==> src/rtl/array_pkg.sv <==
// Shared types and constants for the array access sequencer.
package array_pkg;

  localparam int ARR_SIZE_DEFAULT = 1024;
  localparam int TIMEOUT_DEFAULT  = 16;

  localparam logic OP_LOAD  = 1'b0;
  localparam logic OP_STORE = 1'b1;

  typedef enum logic [2:0] {
    IDLE,
    CHECK,
    ISSUE,
    WAIT,
    RESP
  } state_e;

endpackage

==> src/rtl/array_bounds_check.sv <==
// Combinational bounds check and physical address formation for one array access.
module array_bounds_check
  import array_pkg::*;
#(
  parameter int  ARR_SIZE = ARR_SIZE_DEFAULT,
  localparam int ADDR     = $clog2(ARR_SIZE)
) (
  input  logic [31:0]     index_i,
  input  logic [ADDR:0]   length_i,
  input  logic [ADDR-1:0] base_i,
  output logic            oob_o,
  output logic [ADDR-1:0] addr_o
);

  logic [ADDR:0] sum;

  // One extra bit so a base+index past the end of memory is caught, not wrapped.
  assign sum    = {1'b0, base_i} + {1'b0, index_i[ADDR-1:0]};
  assign addr_o = sum[ADDR-1:0];
  assign oob_o  = index_i[31]
                | (index_i >= 32'(length_i))
                | (sum >= (ADDR+1)'(ARR_SIZE));

endmodule

==> src/rtl/array_access_ctrl.sv <==
// iaload/iastore sequencer: bounds-check, drive the array block handshake, return data or error.
// Flow: IDLE -> CHECK -> ISSUE -> WAIT -> RESP -> IDLE, with CHECK -> RESP on out-of-bounds.
module array_access_ctrl
  import array_pkg::*;
#(
  parameter int  ARR_SIZE = ARR_SIZE_DEFAULT,
  parameter int  TIMEOUT  = TIMEOUT_DEFAULT,
  localparam int ADDR     = $clog2(ARR_SIZE)
) (
  input  logic            clk_i,
  input  logic            rst_ni,
  input  logic            start_i,
  input  logic            op_store_i,
  input  logic [ADDR-1:0] base_i,
  input  logic [ADDR:0]   length_i,
  input  logic [31:0]     index_i,
  input  logic [31:0]     store_value_i,
  output logic            busy_o,
  output logic            done_o,
  output logic [31:0]     result_o,
  output logic            err_oob_o,
  output logic            err_timeout_o,
  output logic            arr_trigger_o,
  output logic            arr_write_o,
  output logic [ADDR-1:0] arr_addr_o,
  output logic [31:0]     arr_writevalue_o,
  input  logic [31:0]     arr_readvalue_i,
  input  logic            arr_done_i
);

  localparam int CW = $clog2(TIMEOUT + 1);

  state_e          state_q, state_d;
  logic            op_store_q, op_store_d;
  logic [ADDR-1:0] base_q, base_d;
  logic [ADDR:0]   length_q, length_d;
  logic [31:0]     index_q, index_d;
  logic [31:0]     store_value_q, store_value_d;
  logic [ADDR-1:0] arr_addr_q, arr_addr_d;
  logic [31:0]     arr_wv_q, arr_wv_d;
  logic            arr_write_q, arr_write_d;
  logic [31:0]     result_q, result_d;
  logic            err_oob_q, err_oob_d;
  logic            err_to_q, err_to_d;
  logic [CW-1:0]   cnt_q, cnt_d;

  logic            oob;
  logic [ADDR-1:0] chk_addr;

  array_bounds_check #(.ARR_SIZE(ARR_SIZE)) u_bounds (
    .index_i  (index_q),
    .length_i (length_q),
    .base_i   (base_q),
    .oob_o    (oob),
    .addr_o   (chk_addr)
  );

  always_ff @(posedge clk_i or negedge rst_ni) begin
    if (!rst_ni) begin
      state_q       <= IDLE;
      op_store_q    <= 1'b0;
      base_q        <= '0;
      length_q      <= '0;
      index_q       <= '0;
      store_value_q <= '0;
      arr_addr_q    <= '0;
      arr_wv_q      <= '0;
      arr_write_q   <= 1'b0;
      result_q      <= '0;
      err_oob_q     <= 1'b0;
      err_to_q      <= 1'b0;
      cnt_q         <= '0;
    end else begin
      state_q       <= state_d;
      op_store_q    <= op_store_d;
      base_q        <= base_d;
      length_q      <= length_d;
      index_q       <= index_d;
      store_value_q <= store_value_d;
      arr_addr_q    <= arr_addr_d;
      arr_wv_q      <= arr_wv_d;
      arr_write_q   <= arr_write_d;
      result_q      <= result_d;
      err_oob_q     <= err_oob_d;
      err_to_q      <= err_to_d;
      cnt_q         <= cnt_d;
    end
  end

  always_comb begin
    state_d       = state_q;
    op_store_d    = op_store_q;
    base_d        = base_q;
    length_d      = length_q;
    index_d       = index_q;
    store_value_d = store_value_q;
    arr_addr_d    = arr_addr_q;
    arr_wv_d      = arr_wv_q;
    arr_write_d   = arr_write_q;
    result_d      = result_q;
    err_oob_d     = err_oob_q;
    err_to_d      = err_to_q;
    cnt_d         = cnt_q;

    case (state_q)
      IDLE: begin
        if (start_i) begin
          op_store_d    = op_store_i;
          base_d        = base_i;
          length_d      = length_i;
          index_d       = index_i;
          store_value_d = store_value_i;
          err_oob_d     = 1'b0;
          err_to_d      = 1'b0;
          state_d       = CHECK;
        end
      end
      CHECK: begin
        if (oob) begin
          err_oob_d = 1'b1;
          state_d   = RESP;
        end else begin
          arr_addr_d  = chk_addr;
          arr_wv_d    = store_value_q;
          arr_write_d = (op_store_q == OP_STORE);
          state_d     = ISSUE;
        end
      end
      ISSUE: begin
        cnt_d   = '0;
        state_d = WAIT;
      end
      WAIT: begin
        // A done arriving on the last allowed cycle beats the timeout.
        if (arr_done_i) begin
          if (op_store_q == OP_LOAD) result_d = arr_readvalue_i;
          arr_write_d = 1'b0;
          state_d     = RESP;
        end else if (cnt_q == CW'(TIMEOUT - 1)) begin
          err_to_d    = 1'b1;
          arr_write_d = 1'b0;
          state_d     = RESP;
        end else begin
          cnt_d = cnt_q + 1'b1;
        end
      end
      RESP: begin
        state_d = IDLE;
      end
      default: begin
        state_d = IDLE;
      end
    endcase
  end

  assign busy_o           = (state_q != IDLE);
  assign done_o           = (state_q == RESP);
  assign err_oob_o        = done_o & err_oob_q;
  assign err_timeout_o    = done_o & err_to_q;
  assign result_o         = result_q;
  assign arr_trigger_o    = (state_q == ISSUE);
  assign arr_write_o      = arr_write_q;
  assign arr_addr_o       = arr_addr_q;
  assign arr_writevalue_o = arr_wv_q;

endmodule

==> config.mk <==
export PLATFORM = sky130hd
export DESIGN_NAME = array_access_ctrl
export DESIGN_NICKNAME = d
export VERILOG_FILES = /design/src/rtl/array_pkg.sv /design/src/rtl/array_bounds_check.sv /design/src/rtl/array_access_ctrl.sv
export SDC_FILE = /design/constraint.sdc
export NUM_CORES = 1
export LEC_CHECK = 0
export CORE_MARGIN = 10
export CORE_UTILIZATION = 52
export DETAILED_ROUTE_END_ITERATION = 16
export MAX_ROUTING_LAYER = met4
export PLACE_DENSITY_LB_ADDON = 0.08
export SYNTH_ARGS = -nofsm -noshare
export SYNTH_HDL_FRONTEND = slang
export SYNTH_SLANG_ARGS = --single-unit
export TNS_END_PERCENT = 100
==> constraint.sdc <==
create_clock -name clk_i -period 3.7 [get_ports clk_i]
set_input_delay 0.74 -clock clk_i [delete_from_list [all_inputs] [get_ports clk_i]]
set_output_delay 0.74 -clock clk_i [all_outputs]
set_load 0.05 [all_outputs]
==> results by group <==
Outcome
  – Status: complete, no violations

STA
  – Final cycle utilization of the critical path: 82.7%
  – Final setup vio count: 0
  – Peak Freq: 0.327 GHz
  – Slew HR: between 40% and 50%
  – Layout Skew: between 0.01 and 0.015 ns
  – Final hold vios: 0
  – Final min period: approximately 3 ns
  – Final slew viol count: 0
  – Measured slew at the worst slew-check pin: between 0.8 and 0.9 ns
  – Setup TNS Final: 0 ns
  – Unrepaired setup endpoints after global routing: no

Placed design
  – Number of port buffers: 201
  – DPL Wire Length: approximately 13000 µm
  – DP Cell Count: around 880
  – GP Congestion: slightly below 0.9
  – DP Area: ~0.0096 mm²

Detailed routing
  – Wirelength per Cell: 19.4 µm
  – Top layer in use: met4
  – Total iterations of the first detailed-routing run: 4
  – Met1 WL: ~7500 µm
  – Drt drc: 0
  – Met3 wire len: 1280 µm
  – Routed met2 length: between 8000 and 9000 µm
  – Via density per instance: between 5 and 6
  – Post-DRT Antenna Nets: 0
  – Wirelength, routed: about 18000 µm
  – 1st-iter DRT viols: about 210
  – Vias: approximately 4800

Critical path
  – Startpoint Class: register
  – Worst setup EP type: output port
  – Setup Crit Path Kind: reg2out
  – Worst EP required: between 2 and 3 ns
  – CP max FO: 11
  – Critical Path AT: 2.32 ns

GRT
  – First-pass GRT wire length: between 20000 and 30000 µm
  – Pin count of the biggest net entering global routing: between 70 and 80
  – Initial antenna violation count: 1
  – Vias in the first global route: between 5000 and 6000
  – Grt ovf: 0
  – Gr usage total: about a fifth

CTS
  – Root buffer cell: clkbuf_16
  – H-Tree Depth: 4
  – Reg clk slew, reported paths: about 0.060 ns
  – Sinks on the clock net: between 150 and 200
  – Clock latency on the worst-skew pair: between 0.4 and 0.5 ns
  – Num CTS Buffers: 17
  – CTS tree: built
  – Max clock buf depth: 2
  – CTS resizes: 0
  – Setup bufs post-CTS: 0
  – CTS Hold Bufs: 0

Finish
  – Post-Layout Inst Area: 0.0102 mm²
  – Finished Layout Cells: 912
  – Post-layout nets: about 860
  – Final Util: 73.5%
  – Most common cell after layout, fill and taps aside: clkdlybuf4s50_1
  – Share of layout cells above drive strength 1: roughly 27%
  – Commonest non-fill, non-tap cells in the layout: 200 x clkdlybuf4s50_1, 171 x dfrtp_1, 110 x mux2_2
  – Synth-to-layout area growth: 38.5%

Synthesis
  – Post-synth EDFFs: 0
  – Ys Warns: 0
  – Ys flop type: dfrtp_1
  – #FFs+latches synth: between 150 and 200
  – Post-Syn Area per Cell: approximately 14 µm²
  – Post-Syn Area: about 0.0074 mm²
  – Ys async rst share: between 90% and 100%
  – Post-Synth XOR/XNOR Area: 0.947%
  – Synth Area in Adders: 4.16%
  – Post-synthesis mux area share: about a quarter
  – Largest family of logic cells by synthesized area: multiplexers
  – Yosys cell types: 47
  – Compound-Gate Fraction of Synth Area: 4.36%
  – Post-Syn Nets: 657
  – Seq/Total Area, Yosys: between 50% and 60%
  – Simple-Gate Fraction of Synth Area: 5.75%
  – Syn Inst Count: roughly 510

Power
  – Peak supply drop: around 0.42 mV
  – Total Power: 0.00617 W
  – Static leakage: 4.57 nW
  – Pwr per Cell Area: approximately 600 mW/mm²

Floorplanning
  – CORE AREA: 0.0139 mm²
  – Row count: 43
  – Die width: ~140 µm
  – Initial core utilization: 53.1%
  – Total I/O pin count: ~200
  – Die area: 0.0194 mm²
  – Die H: between 100 and 150 µm

Hold path
  – HP Class: in2async

Run
  – Max-cap violations: 0
[area by class of cell]
class,instances,area [µm²]
clock inverters,14,195
fillers,927,3690
repair buffers,208,2090
inverters,14,52.6
diodes,1,2.50
flip-flops and latches,171,4280
well taps,180,225
multi-input cells,306,2960
clock buffers,18,439
[kinds of logic after synthesis]
family,count (synthesis)
DFF,171
adders and majority gates,24
AOI/OAI and AO/OA,43
and+or+nand+nor,82
muxes,149
xor gates and xnor gates,8
buffers and inverters,34
[state kept, by name, indices dropped and copies added, names as in the netlist]
signal            count
arr_write_o           1
base_q               10
err_oob_q             1
err_to_q              1
arr_addr_o           10
result_o             32
cnt_q                 5
state_q               3
index_q              32
length_q             11
op_store_q            1
arr_writevalue_o     32
store_value_q        32
[power by group]
| group | internal (W) | switching, W |
|---|---|---|
| combinational | 0.000859 | 0.000955 |
| sequential | 0.00225 | 0.000223 |
| clock | 0.00115 | 0.000735 |
| total | 0.00426 | 0.00191 |
[worst max-delay path, cell delays in order, from the launching register on]
cell             delay [ns]
dfrtp_1                0.50
nor3b_1                0.41
and2_1                 0.20
clkdlybuf4s50_1        0.81
[Yosys cell counts, types with 3 or more instances]
cell type / n / area, µm²
nand2_1: 23 / 86.3
buf_2: 12 / 60.1
a21oi_1: 8 / 40.0
dfrtp_1: 171 / 4280
xnor2_1: 5 / 43.8
nand3_1: 6 / 30.0
o21ai_0: 16 / 80.1
nor3_1: 4 / 20.0
nand4_1: 3 / 18.8
mux2_2: 110 / 1240
inv_1: 14 / 52.6
nor4_1: 6 / 37.5
nor2_1: 19 / 71.3
mux2_4: 39 / 586
buf_6: 4 / 45.0
and2_1: 3 / 18.8
xor2_1: 3 / 26.3
ha_1: 23 / 288
clkbuf_1: 4 / 15.0
nand2b_1: 3 / 18.8
[per-layer routing]
metal / global-route usage [%] / vias up
li1: - / 2232
met1: 21.6 / 2348
met2: 30.7 / 156
met3: 7.08 / 14
met4: 4.72 / 0
met5: - / -
[final timing paths]
check	start	cells past startpoint	end	slack, ns
worst max-delay path	state_q[0]	3	err_timeout_o	0.64
worst min-delay path	rst_ni	1	arr_addr_o[2]	0.29
worst max register to register	base_q[0]	8	arr_writevalue_o[10]	0.95
worst min register to register	result_o[6]	1	result_o[6]	0.50
max in group asynchronous	rst_ni	2	result_o[28]	2.51
min in group clk_i	result_o[6]	1	result_o[6]	0.50
[stage by stage]
step,hold slack (ns),setup WS [ns]
final,0.294,0.642
after global placement,0.483,1.03
after detailed placement,0.494,0.965
after global routing,0.347,0.495
after CTS,0.325,0.614
after floorplan,0.444,0.591
Note: power is estimated with default switching activity, not from simulation.
